$ cat src/rtl/uart_tx_param.sv
// Parameterised UART transmitter: start bit, DATA_BITS data bits LSB first, optional
// even/odd parity, STOP_BITS stop bits, each bit held CLKS_PER_BIT clocks.
module uart_tx_param #(
    parameter int DATA_BITS    = 8,
    parameter int PARITY_MODE  = 1,
    parameter int STOP_BITS    = 1,
    parameter int CLKS_PER_BIT = 16
) (
    input  logic                 clk,
    input  logic                 rst_n,
    input  logic [DATA_BITS-1:0] tx_data,
    input  logic                 tx_valid,
    output logic                 tx_ready,
    output logic                 tx,
    output logic                 busy
);

    localparam int BAUD_W = $clog2(CLKS_PER_BIT);
    localparam int IDX_W  = $clog2(DATA_BITS);

    localparam logic [BAUD_W-1:0] BAUD_LAST = BAUD_W'(CLKS_PER_BIT - 1);
    localparam logic [IDX_W-1:0]  DATA_LAST = IDX_W'(DATA_BITS - 1);
    localparam logic [IDX_W-1:0]  STOP_LAST = IDX_W'(STOP_BITS - 1);

    typedef enum logic [2:0] {
        S_IDLE,
        S_START,
        S_DATA,
        S_PARITY,
        S_STOP
    } state_t;

    state_t               r_state,  w_state_next;
    logic [BAUD_W-1:0]    r_baud,   w_baud_next;
    logic [IDX_W-1:0]     r_idx,    w_idx_next;
    logic [DATA_BITS-1:0] r_shift,  w_shift_next;
    logic                 r_parity, w_parity_next;
    logic                 r_tx,     w_tx_next;
    logic                 w_bit_end;
    logic                 w_accept;

    assign w_bit_end = (r_baud == BAUD_LAST);
    assign w_accept  = tx_valid && tx_ready;
    assign tx        = r_tx;

    // NOTE: non-blocking assignments so every register samples pre-edge values.
    always_ff @(posedge clk) begin
        if (!rst_n) begin
            r_state  <= S_IDLE;
            r_baud   <= '0;
            r_idx    <= '0;
            r_shift  <= '0;
            r_parity <= 1'b0;
            r_tx     <= 1'b1;
        end else begin
            r_state  <= w_state_next;
            r_baud   <= w_baud_next;
            r_idx    <= w_idx_next;
            r_shift  <= w_shift_next;
            r_parity <= w_parity_next;
            r_tx     <= w_tx_next;
        end
    end

    // NOTE: every output gets a default first so no path leaves it unassigned (no latches).
    always_comb begin
        w_state_next  = r_state;
        w_baud_next   = r_baud;
        w_idx_next    = r_idx;
        w_shift_next  = r_shift;
        w_parity_next = r_parity;
        unique case (r_state)
            S_IDLE: begin
                w_baud_next = '0;
                w_idx_next  = '0;
                if (w_accept) begin
                    w_state_next  = S_START;
                    w_shift_next  = tx_data;
                    w_parity_next = (PARITY_MODE == 2) ? ~(^tx_data) : ^tx_data;
                end
            end
            S_START: begin
                w_baud_next = w_bit_end ? '0 : r_baud + 1'b1;
                if (w_bit_end) begin
                    w_state_next = S_DATA;
                    w_idx_next   = '0;
                end
            end
            S_DATA: begin
                w_baud_next = w_bit_end ? '0 : r_baud + 1'b1;
                if (w_bit_end) begin
                    if (r_idx == DATA_LAST) begin
                        w_state_next = (PARITY_MODE != 0) ? S_PARITY : S_STOP;
                        w_idx_next   = '0;
                    end else begin
                        w_idx_next   = r_idx + 1'b1;
                        w_shift_next = {1'b0, r_shift[DATA_BITS-1:1]};
                    end
                end
            end
            S_PARITY: begin
                w_baud_next = w_bit_end ? '0 : r_baud + 1'b1;
                if (w_bit_end) begin
                    w_state_next = S_STOP;
                    w_idx_next   = '0;
                end
            end
            S_STOP: begin
                w_baud_next = w_bit_end ? '0 : r_baud + 1'b1;
                if (w_bit_end) begin
                    if (r_idx == STOP_LAST) begin
                        w_state_next = S_IDLE;
                        w_idx_next   = '0;
                    end else begin
                        w_idx_next   = r_idx + 1'b1;
                    end
                end
            end
            default: begin
                w_state_next = S_IDLE;
                w_baud_next  = '0;
                w_idx_next   = '0;
            end
        endcase
    end

    // tx is registered from the next state, so the start bit appears on the accepting edge.
    always_comb begin
        tx_ready  = (r_state == S_IDLE);
        busy      = (r_state != S_IDLE);
        w_tx_next = 1'b1;
        unique case (w_state_next)
            S_START:  w_tx_next = 1'b0;
            S_DATA:   w_tx_next = w_shift_next[0];
            S_PARITY: w_tx_next = r_parity;
            default:  w_tx_next = 1'b1;
        endcase
    end

endmodule

$ cat config.mk
export PLATFORM = sky130hd
export DESIGN_NAME = uart_tx_param
export DESIGN_NICKNAME = d
export VERILOG_FILES = /design/src/rtl/uart_tx_param.sv
export SDC_FILE = /design/constraint.sdc
export NUM_CORES = 1
export LEC_CHECK = 0
export BUFFER_PORTS_ARGS = -buffer_cell sky130_fd_sc_hd__buf_2
export CAP_MARGIN = 20
export CORE_MARGIN = 5
export CORE_UTILIZATION = 35
export CTS_BUF_LIST = sky130_fd_sc_hd__clkbuf_4
export DETAILED_ROUTE_END_ITERATION = 16
export PLACE_DENSITY_LB_ADDON = 0.05
export SYNTH_ARGS = -nofsm -noshare
export SYNTH_HDL_FRONTEND = slang
export SYNTH_SLANG_ARGS = --single-unit
$ cat constraint.sdc
create_clock -name clk -period 2.2 [get_ports clk]
set_input_delay 0.22 -clock clk [delete_from_list [all_inputs] [get_ports clk]]
set_output_delay 0.22 -clock clk [all_outputs]
set_load 0.005 [all_outputs]
==> results.cfg, run 1 <==
[status]
status = complete, no violations

[critical_path]
crit_fanout = 3
r2r-start = r_idx[0]
reg2reg_slack_ns = 0.36
timing.rr.end = tx
cp-end-kind = flop
start_kind = flop
required_ns = 2.41
rr_worst_depth = 6
worstSetupStartpoint = r_idx[0]
crit_arrival_ns = 2.04
crit_type = flop to flop

[sta]
fin_ws_ns = 0.362
rsz0062_at_grt = false
timing.hold.ws_ns = 0.250
max_slew_margin_pct = 54.7
tns_ns = 0
tightest_slew_ns = 0.677
hold_violations = 0
setup_viol = 0
period_share_pct = 83.5
clock.fmax_ghz = 0.544
period_needed_ns = 1.84
skew_ns = 0.0147
slew_violations = 0

[drt]
wl_microns = 2120
drc = 0
wl_met3_microns = 70
dr.max_layer_used = met4
drtPass1Iterations = 4
wl_met1_microns = 1070
route.met2.wl_microns = 953
wl_per_cell_microns = 13.2
drtAntennaViolNets = 0
vias_per_cell = 5.14
vias = 827
dr.first_iter.drc_count = 35

[grt]
antenna_found_initial = 0
grt_pass1_vias = 822
grt_max_degree = 16
grt_pass1_wl_microns = 3740
overflow = 0
grt.total_usage_pct = 11.4

[min_path]
min_path_type = input pin to flop
min_to = r_shift[7]
min_from = tx_data[7]
holdPathStages = 3

[placed_design]
post_dp_cell_area_sq_um = 1150
pre_cts_slack_ns = 0.358
hpwl_microns = 1650
gp_congestion = 0.779
io_buffer_count = 13
place_inst = 157

[clocking]
ctsHoldBuffers = 0
cts_resized = 0
cts_inserted_buffers = 3
ctsRootBufferMaster = clkbuf_4
cts_setup_buffers = 0
cts.clk_slew.worst_paths_ns = 0.12
clk_latency_ns = 0.30
cts_tree = built
clk_path_buf_depth = 2
cts_num_sinks = 20
cts_max_level = 1

[logic_synthesis]
yosys.area.top_type = dfxtp_1
yosys-top-cells-area = dfxtp_1, xnor2_1, a22oi_1, ha_1, nor4b_4
syn_area_per_cell_sq_um = 9.10
ys_warn_count = 0
synthFlopType = dfxtp_1
netlist_area_sq_um = 1040
synth_cell_types = 34
synthTopCellsByCount = dfxtp_1, nand2_1, xnor2_1
seq_area_frac_synth_pct = 38.6
synth_nets = 129
async_reset_ff_share_pct = 0
synth_seq_cells = 20
synthCells = 114
synth-edff-count = 0
yosys.area.top_type_share_pct = 38.6
synth_most_common_cell = dfxtp_1

[layout]
layoutNonFillerInstCount = 161
area_growth_pct = 13.0
final_area_sq_um = 1170
nets = 146
num_antenna_cells = 0
post_route_cells_drive_above_1_share_pct = 18.5

[floorplanning]
fp.dieArea_sq_um = 4150
rows = 19
die_height_microns = 64.4
core_sq_um = 2810
start_util_pct = 37.0
dieWidth_microns = 64.4
io_pins = 14

[pwr]
power_leakage_uw = 0.000465
powerDensity_nw_per_um2 = 566
ir_drop_uv = 372

[run]
drv_cap = 0
-- metrics by stage --
step,util [%],total power (uW)
after floorplan,-,462
after global placement,40.9,496
after CTS,41.8,677
final,41.8,664
after detailed placement,40.9,497
after global routing,41.8,710
-- layout by cell type (no fill, tap or decap), drive strengths merged --
| cell | n |
|---|---|
| nand3 | 3 |
| or3 | 1 |
| a32o | 1 |
| buf | 16 |
| o22ai | 1 |
| inv | 7 |
| o21bai | 1 |
| a21boi | 6 |
| a221o | 1 |
| nor3 | 1 |
| a22oi | 7 |
| xnor2 | 9 |
| o21ai | 4 |
| dfxtp | 20 |
| nor4 | 1 |
| or2b | 1 |
| clkinv | 1 |
| o32a | 1 |
| a21oi | 3 |
| ha | 4 |
| xor2 | 1 |
| clkbuf | 3 |
| a31o | 1 |
| or2 | 1 |
| nor2 | 6 |
| nor2b | 4 |
| o21a | 2 |
| nand2 | 9 |
| nand2b | 1 |
| nor4b | 2 |
| a211oi | 1 |
| nand4 | 3 |
| and2 | 3 |
| and3 | 4 |
-- cell families (layout without fill, tap and decap cells) --
group	after synthesis	after routing	share of synthesized area, %
fa+ha+maj	4	4	4.83
flops	20	20	38.6
buf+inv	11	27	4.22
xor+xnor	10	10	8.44
simple gates	40	40	23.5
compound gates	29	29	20.4
-- worst max path at each step --
| stage | depth (start not counted) | slack (ns) | to |
|---|---|---|---|
| after floorplan | 6 | 0.40 | tx |
| after global placement | 6 | 0.37 | tx |
| after detailed placement | 6 | 0.36 | tx |
| after CTS | 6 | 0.36 | tx |
| after global routing | 6 | 0.24 | tx |
| final | 6 | 0.36 | tx |
-- state kept, by name, summed over array words and instances (netlist names) --
name      flops
r_parity      1
r_shift       8
r_state       3
r_idx         3
tx            1
r_baud        4
-- critical path, cell delays in order (launching register included) --
cell	delay (ns)
dfxtp_1	0.34
ha_1	0.20
ha_1	0.24
nor4b_4	0.27
a21oi_2	0.10
a221o_1	0.33
o32a_1	0.28
-- cell type report --
cell class	count	area (sq um)
Fill cell	299	1630
Multi-Input combinational cell	83	593
Sequential cell	20	400
Timing Repair Buffer	16	87.6
Tap cell	31	38.8
Inverter	7	26.3
Clock buffer	3	22.5
Clock inverter	1	3.75
-- where the power goes --
| group | switching (uW) | total (uW) | internal [uW] | leakage (uW) |
|---|---|---|---|---|
| clock network | 110 | 176 | 66.1 | 0.0000154 |
| registers | 8.43 | 386 | 378 | 0.000163 |
| logic | 50.5 | 101 | 50.9 | 0.000286 |
| total | 169 | 664 | 495 | 0.000465 |
-- per-layer routing --
layer | up-vias | global-route usage, %
met5 | - | 0
met4 | 0 | 3.17
met3 | 2 | 4.32
met2 | 8 | 18.0
met1 | 381 | 14.6
li1 | 436 | -
Note: power is estimated with default switching activity, not from simulation.
==> run 2, diff against run 1 <==
==> constraint.sdc (replaced) <==
create_clock -name clk -period 1.8 [get_ports clk]
set_input_delay 0.18 -clock clk [delete_from_list [all_inputs] [get_ports clk]]
set_output_delay 0.18 -clock clk [all_outputs]
set_load 0.005 [all_outputs]
==> results.cfg, run 2 (same netlist as run 1, synthesis figures left out) <==
[status]
status = complete, no violations

[drt]
wl_microns = 2240
drtAntennaViolNets = 0
wl_per_cell_microns = 13.2
vias_per_cell = 5.14
drtPass1Iterations = 4
drc = 0
dr.first_iter.drc_count = 36
vias = 869

[critical_path]
crit_fanout = 7
start_kind = flop
crit_arrival_ns = 1.92
crit_type = flop to flop
cp-end-kind = flop
required_ns = 2.01

[floorplanning]
rows = 19
start_util_pct = 37.0
io_pins = 14
core_sq_um = 2810
dieWidth_microns = 64.4
die_height_microns = 64.4
fp.dieArea_sq_um = 4150

[placed_design]
post_dp_cell_area_sq_um = 1180
io_buffer_count = 13
hpwl_microns = 1700
gp_congestion = 0.782

[pwr]
powerDensity_nw_per_um2 = 753
power_leakage_uw = 0.000510
ir_drop_uv = 447

[grt]
overflow = 0
grt_max_degree = 16
grt_pass1_wl_microns = 3910
antenna_found_initial = 0
grt.total_usage_pct = 12.0
grt_pass1_vias = 878

[clocking]
cts_max_level = 1
clk_latency_ns = 0.31
cts.clk_slew.worst_paths_ns = 0.11
clk_path_buf_depth = 2
cts_tree = built
cts_inserted_buffers = 3
cts_num_sinks = 20
ctsHoldBuffers = 0
ctsRootBufferMaster = clkbuf_4

[layout]
top_regs = r_shift x8, r_baud x4
num_antenna_cells = 0
area_growth_pct = 24.5
final_area_sq_um = 1290
final_common_cell = dfxtp_1
top_register = r_shift
largest_reg_flops = 8
most-common-layout-cells = dfxtp_1, buf_2, buf_4
nets = 154
post_route_cells_drive_above_1_share_pct = 29.0

[sta]
slew_violations = 0
tightest_slew_ns = 0.414
period_share_pct = 95.1
tns_ns = 0
max_slew_margin_pct = 72.4
period_needed_ns = 1.71
hold_violations = 0
setup_viol = 0
clock.fmax_ghz = 0.584
skew_ns = 0.00223
rsz0062_at_grt = false

[min_path]
min_path_type = input pin to flop

[run]
drv_cap = 0
[run 2: cell count changes in the layout (fill, tap and decap cells not counted)]
cell and change:
clkinv_1 -1, bufinv_16 +1, buf_4 +8, dfxtp_2 +4
ha_2 +1, ha_1 -3, dfxtp_1 -4, ha_4 +2
[run 2: cell type report]
| cell class | count | area, sq um |
|---|---|---|
| Fill cell | 288 | 1510 |
| Multi-Input combinational cell | 83 | 621 |
| Sequential cell | 20 | 405 |
| Timing Repair Buffer | 24 | 148 |
| Tap cell | 31 | 38.8 |
| Clock inverter | 1 | 30.0 |
| Inverter | 7 | 26.3 |
| Clock buffer | 3 | 22.5 |
[run 2: where the power goes]
part	leakage, uW	internal [uW]	switching [uW]
clock	0.0000279	225	144
sequential	0.000165	462	13.8
combinational	0.000317	68.3	58.8
[run 2: metal layers]
metal,wire (microns),track usage (%),vias to the layer above
met3,96,4.32,4
met1,1090,14.4,400
met2,1030,20.2,12
li1,-,-,453
met4,21,3.17,0
met5,0,0,-
[run 2: final timing paths]
kind         startpoint  slack, ns  cells past startpoint    endpoint
max            r_idx[1]       0.09                      9  r_shift[7]
min          tx_data[7]       0.19                      3  r_shift[7]
max reg2reg    r_idx[1]       0.09                      9  r_shift[7]
min reg2reg   r_baud[0]       0.43                      1   r_baud[0]
[run 2: what timing repair did]
action | 4_1_cts | 5_1_grt
endpoints found under the hold margin | 0 | 0
pin swaps | 3 | 2
endpoints found under the setup margin | 1 | 9
gates resized for setup | 6 | 3
buffers inserted | 2 | 1
[run 2: per-stage QoR]
step,hold slack [ns],util [%],instances,setup slack [ns],total power [uW]
floorplan,0.334,-,114,0.00292,565
global placement,0.429,42.2,162,0.0172,609
detailed placement,0.443,42.2,162,-0.0116,609
CTS,0.187,45.6,168,-0.00371,983
global route,0.204,46.0,169,0.00170,1020
finish,0.186,46.0,169,0.0876,972
[run 2: critical path, cell delays in order, from the launching register on]
cell	delay [ns]
dfxtp_2	0.36
ha_4	0.16
ha_4	0.16
nor4b_4	0.24
a21oi_2	0.10
buf_4	0.14
buf_4	0.12
buf_4	0.15
a22oi_1	0.13
nor2b_1	0.06
